==> src/rtl/bp_pkg.sv <==
// Purpose : shared constants for the branch-prediction controller.
// Latency : n/a (package only).
// Backpressure : n/a.
package bp_pkg;

  // 2-bit saturating counter states; bit 1 is the taken prediction.
  localparam logic [1:0] SNT = 2'b00;
  localparam logic [1:0] WNT = 2'b01;
  localparam logic [1:0] WT  = 2'b10;
  localparam logic [1:0] ST  = 2'b11;

  // PC source select driven towards the fetch mux.
  localparam logic [1:0] RD_SEQ    = 2'b00;  // pc+4
  localparam logic [1:0] RD_PRED   = 2'b01;  // ID predicted target
  localparam logic [1:0] RD_EX_TGT = 2'b10;  // EX branch target
  localparam logic [1:0] RD_EX_SEQ = 2'b11;  // EX pc+4

  // Default log2 of the pattern-history table depth.
  localparam int IDX_W_DEF = 4;

endpackage

==> src/rtl/bp_sat_ctr.sv <==
// Purpose : next-state function of one 2-bit saturating branch counter.
// Latency : purely combinational, zero cycles.
// Backpressure : none; en=0 simply holds the state.
// Ports   : state (current counter), taken (resolved outcome),
//           en (apply update), next (counter value after update).
module bp_sat_ctr
  import bp_pkg::*;
(
  input  logic [1:0] state,
  input  logic       taken,
  input  logic       en,
  output logic [1:0] next
);

  always_comb begin
    next = state;
    if (en) begin
      if (taken) begin
        if (state != ST) next = state + 2'd1;
      end else begin
        if (state != SNT) next = state - 2'd1;
      end
    end
  end

endmodule

==> src/rtl/branch_pred_ctrl.sv <==
// Purpose : dynamic branch predictor (16x2-bit PHT) with EX resolution, flush and redirect select.
// Latency : prediction, flush and redirect are combinational; table/stat updates land on the next edge.
// Backpressure : stall_i only masks the ID redirect; EX updates and statistics ignore it.
// Ports   : clk_i/rst_i; ID side id_branch_i, id_pc_i, stall_i -> predict_taken_o;
//           EX side ex_branch_i, ex_pc_i, ex_taken_i, ex_pred_i -> flush_o, redirect_sel_o;
//           branch_cnt_o / mispred_cnt_o saturating statistics.
module branch_pred_ctrl
  import bp_pkg::*;
#(
  parameter int         IDX_W      = IDX_W_DEF,
  parameter logic [1:0] INIT_STATE = WT,
  parameter int         CNT_W      = 16
) (
  input  logic             clk_i,
  input  logic             rst_i,
  input  logic             id_branch_i,
  input  logic [31:0]      id_pc_i,
  input  logic             stall_i,
  output logic             predict_taken_o,
  input  logic             ex_branch_i,
  input  logic [31:0]      ex_pc_i,
  input  logic             ex_taken_i,
  input  logic             ex_pred_i,
  output logic             flush_o,
  output logic [1:0]       redirect_sel_o,
  output logic [CNT_W-1:0] branch_cnt_o,
  output logic [CNT_W-1:0] mispred_cnt_o
);

  localparam int NENT = 1 << IDX_W;

  logic [1:0]       pht_q [NENT];
  logic [IDX_W-1:0] id_idx;
  logic [IDX_W-1:0] ex_idx;
  logic [1:0]       ex_cur;
  logic [1:0]       ex_next;
  logic             mispred;

  // Word-aligned PCs: bits [1:0] are dropped, upper bits alias by design.
  assign id_idx = id_pc_i[IDX_W+1:2];
  assign ex_idx = ex_pc_i[IDX_W+1:2];

  logic unused_pc_bits;
  assign unused_pc_bits = ^{id_pc_i[31:IDX_W+2], id_pc_i[1:0],
                            ex_pc_i[31:IDX_W+2], ex_pc_i[1:0]};

  // Read of the registered table: a same-cycle EX write is not bypassed.
  assign predict_taken_o = id_branch_i & pht_q[id_idx][1];

  assign mispred = ex_branch_i & (ex_taken_i ^ ex_pred_i);
  assign ex_cur  = pht_q[ex_idx];

  bp_sat_ctr u_sat_ctr (
    .state (ex_cur),
    .taken (ex_taken_i),
    .en    (ex_branch_i),
    .next  (ex_next)
  );

  // EX mispredict outranks any ID redirect, stalled or not; nothing
  // redirects while reset is held.
  always_comb begin
    flush_o        = 1'b0;
    redirect_sel_o = RD_SEQ;
    if (!rst_i) begin
      if (mispred) begin
        flush_o        = 1'b1;
        redirect_sel_o = ex_taken_i ? RD_EX_TGT : RD_EX_SEQ;
      end else if (predict_taken_o && !stall_i) begin
        redirect_sel_o = RD_PRED;
      end
    end
  end

  always_ff @(posedge clk_i or posedge rst_i) begin
    if (rst_i) begin
      for (int i = 0; i < NENT; i++) pht_q[i] <= INIT_STATE;
    end else if (ex_branch_i) begin
      pht_q[ex_idx] <= ex_next;
    end
  end

  always_ff @(posedge clk_i or posedge rst_i) begin
    if (rst_i) begin
      branch_cnt_o  <= '0;
      mispred_cnt_o <= '0;
    end else begin
      if (ex_branch_i && (branch_cnt_o != '1)) branch_cnt_o <= branch_cnt_o + 1'b1;
      if (mispred && (mispred_cnt_o != '1))    mispred_cnt_o <= mispred_cnt_o + 1'b1;
    end
  end

endmodule

==> config.mk <==
export PLATFORM = sky130hd
export DESIGN_NAME = branch_pred_ctrl
export DESIGN_NICKNAME = d
export VERILOG_FILES = /design/src/rtl/bp_pkg.sv /design/src/rtl/bp_sat_ctr.sv /design/src/rtl/branch_pred_ctrl.sv
export SDC_FILE = /design/constraint.sdc
export NUM_CORES = 1
export LEC_CHECK = 0
export ABC_CLOCK_PERIOD_IN_PS = 2900
export CAP_MARGIN = 20
export CORE_ASPECT_RATIO = 1.5
export CORE_MARGIN = 1.5
export CORE_UTILIZATION = 35
export CTS_CLUSTER_DIAMETER = 200
export CTS_CLUSTER_SIZE = 28
export DETAILED_ROUTE_END_ITERATION = 7
export GPL_TIMING_DRIVEN = 1
export PLACE_DENSITY = 0.71
export SYNTH_ARGS = -nofsm -noshare
export SYNTH_HDL_FRONTEND = slang
export SYNTH_SLANG_ARGS = --single-unit
export TNS_END_PERCENT = 5
==> constraint.sdc <==
create_clock -name clk_i -period 2.9 [get_ports clk_i]
set_input_delay 0.435 -clock clk_i [delete_from_list [all_inputs] [get_ports clk_i]]
set_output_delay 0.435 -clock clk_i [all_outputs]
set_load 0.005 [all_outputs]
==> impl_metrics.ini <==
[route]
firstDrtPassIters = 4
drc = 0
viasPerCell = 5.21
drtIter0Drc = 124
drt-total-wl_um = 7690
ant_nets = 0
route.vias.total = 2531
wl_per_cell_um = 15.8

[timing]
max_freq_mhz = 381
finalCritPeriodShare_pct = 90.6
drv_slew = 0
fin_skew_ps = 8.79
fin_crit_ps = 2630
finalHoldViolations = 0
rsz0062_at_grt = no
setup_viol = 0
slew_headroom_pct = 33.1
finalSetupTns_ps = 0
worstMarginPinSlew_ps = 995

[hold_path]
hp-class = reg2reg
hold_depth = 1

[synthesis]
synth_seq_area_share_pct = 47.7
syn_area_mm2 = 0.00340
ys_ff_latch = 64
ys_warn_count = 0
synth.distinct_cells = 39
synth.largest_area_cell = dfrtp_1
synth_top_area_share_pct = 35.3
syn_inst = 294
syn_nets = 367
syn_area_per_cell_um2 = 11.6
synth_top_cells_by_area = dfrtp_1 (35%), dfstp_2 (12%), mux2_2 (9.9%)

[floorplanning]
initial_core_util_pct = 36.3
dieWidth_um = 83.5
pin_count = 107
coreArea_mm2 = 0.00936
num_rows = 43
die_h_um = 124
dieArea_mm2 = 0.0103

[outcome]
outcome = complete, no violations

[place]
place_inst = 470
port_buffers = 50
post-dp-hpwl_um = 5630
place_area_mm2 = 0.00416
finalWeightedCongestion = 0.823

[worst_setup_path]
r2r_slack_ps = 510
r2r_cells = 6
critPathRequiredTime_ps = 3150
worst_ep_arrival_time_ps = 2880
start_kind = input pin
crit_path_max_fanout = 16
end_kind = register
critPathKind = in2reg

[layout]
nets = 442
design_area_mm2 = 0.00447
area_growth_pct = 31.4
nFillCells = 870
layout-drive-gt1-share_pct = 27.0
fin_cells = 486
diodes = 0

[grt]
grt_max_degree = 65
grt_pass1_wl_um = 12900
antenna_found_initial = 0
grt_pass1_vias = 2690
grt_overflow = 0
grt_use_total_pct = 15.9

[clocking]
cts_tree = done
cts_resized = 3
path_clk_slew_ps = 60
cts_setup_buffers = 0
cts_sinks = 64
cts_buffers = 9
clkLatencyLatePin_ps = 330
root_buffer = clkbuf_16
clockBufferDepth = 2
htree_levels = 3
postCtsHoldBufs = 0

[flow_run]
cap_violations = 0

[power]
power_per_cell_area_mw_per_mm2 = 732
vdd_drop_max_v = 0.000409
leakagePower_nw = 1.99
==> sequential cells by signal, indices dropped and copies added, names as in the netlist <==
| register | flops |
|---|---|
| branch_cnt_o | 16 |
| pht_q | 32 |
| mispred_cnt_o | 16 |
==> routing by layer <==
layer	up-vias	global-route usage, %	wire length, um
met3	18	4.04	316
met1	1249	17.7	3090
met4	0	7.79	237
met2	69	28.7	4050
li1	1195	-	-
met5	-	0	0
==> final timing paths <==
path,to,start
setup / recovery,pht_q[1],ex_pc_i[5]
hold / removal,branch_cnt_o[15],branch_cnt_o[15]
setup reg to reg,pht_q[1],pht_q[21]
hold reg to reg,branch_cnt_o[15],branch_cnt_o[15]
max in group asynchronous,branch_cnt_o[7],rst_i
min in group asynchronous,pht_q[12],rst_i
==> per-stage QoR <==
| stage | hold WS [ps] | power (W) | setup slack, ps | util [%] |
|---|---|---|---|---|
| 2_1_floorplan | 474 | 0.00180 | 231 | - |
| 3_3_place_gp | 478 | 0.00217 | -295 | 44.4 |
| 3_5_place_dp | 485 | 0.00221 | -305 | 44.4 |
| 4_1_cts | 500 | 0.00331 | 18.1 | 47.7 |
| 5_1_grt | 519 | 0.00345 | 217 | 47.7 |
| 6_report | 495 | 0.00327 | 273 | 47.7 |
==> Yosys cell counts <==
master / instances
xor2_1: 19
o21ai_0: 5
dfrtp_1: 48
nand2_1: 16
mux2_2: 30
inv_1: 14
ha_1: 2
and4_1: 3
nor2_1: 31
and3_1: 5
xnor2_1: 12
nand3b_1: 4
nand3_1: 15
a311o_1: 1
a21boi_1: 1
buf_4: 1
nor3_1: 6
a211oi_1: 1
a21boi_0: 2
and3b_1: 1
o31ai_1: 1
o211ai_1: 2
nor3b_1: 1
o2111a_1: 1
mux2i_1: 7
a21oi_1: 3
or3_1: 2
a22oi_1: 3
mux4_2: 10
mux2_4: 4
buf_6: 2
clkbuf_1: 6
nand2b_1: 6
nor2b_1: 4
mux4_1: 1
a41o_1: 2
a22o_1: 1
dfstp_2: 16
nand4_1: 5
==> cells in the final DEF (no fill, tap or decap), types with 3 or more instances in the layout <==
| master | count |
|---|---|
| nand4_1 | 5 |
| nand2b_1 | 6 |
| o21ai_0 | 5 |
| clkbuf_16 | 9 |
| mux2_4 | 4 |
| nand3_1 | 15 |
| nand2_1 | 16 |
| and4_1 | 3 |
| nor2_1 | 31 |
| nand3b_1 | 4 |
| mux4_2 | 10 |
| nor3_1 | 6 |
| dfrtp_1 | 48 |
| mux2_2 | 30 |
| a22oi_1 | 3 |
| xnor2_1 | 12 |
| mux2i_1 | 7 |
| xor2_1 | 19 |
| dfstp_2 | 16 |
| a21oi_1 | 3 |
| and3_1 | 5 |
| nor2b_1 | 4 |
| inv_1 | 13 |
| buf_4 | 23 |
| clkdlybuf4s50_1 | 46 |
==> critical path: stages <==
cell	delay (ps)
clkdlybuf4s50_1	650
mux4_1	400
mux4_2	470
a21boi_1	140
a311o_1	320
buf_4	190
mux2_2	280
==> layout make-up <==
type	instances	area (um2)	area share [%]
multi-input combinational	207	1670	37.5
sequential	64	1620	36.3
timing repair buffer	73	672	15.0
clock buffer	11	253	5.66
tap	112	140	3.14
clock inverter	5	55.1	1.23
inverter	14	52.6	1.18
==> power breakdown <==
| group | total (W) | switching [W] | internal [W] |
|---|---|---|---|
| sequential | 0.00136 | 0.000207 | 0.00115 |
| combinational | 0.000830 | 0.000318 | 0.000511 |
| clock | 0.00108 | 0.000374 | 0.000708 |
| total | 0.00327 | 0.000899 | 0.00237 |
==> cells by family after synthesis <==
logic type | after synthesis | share of synthesized area [%]
AND/OR/NAND/NOR | 99 | 14.5
flip-flops | 64 | 47.7
multiplexers | 52 | 21.2
XOR/XNOR | 31 | 7.99
AO/OA/AOI/OAI | 23 | 4.86
buffers and inverters | 23 | 3.09
adder cells (fa/ha/maj) | 2 | 0.736
Power figures use the tool's default switching activity.
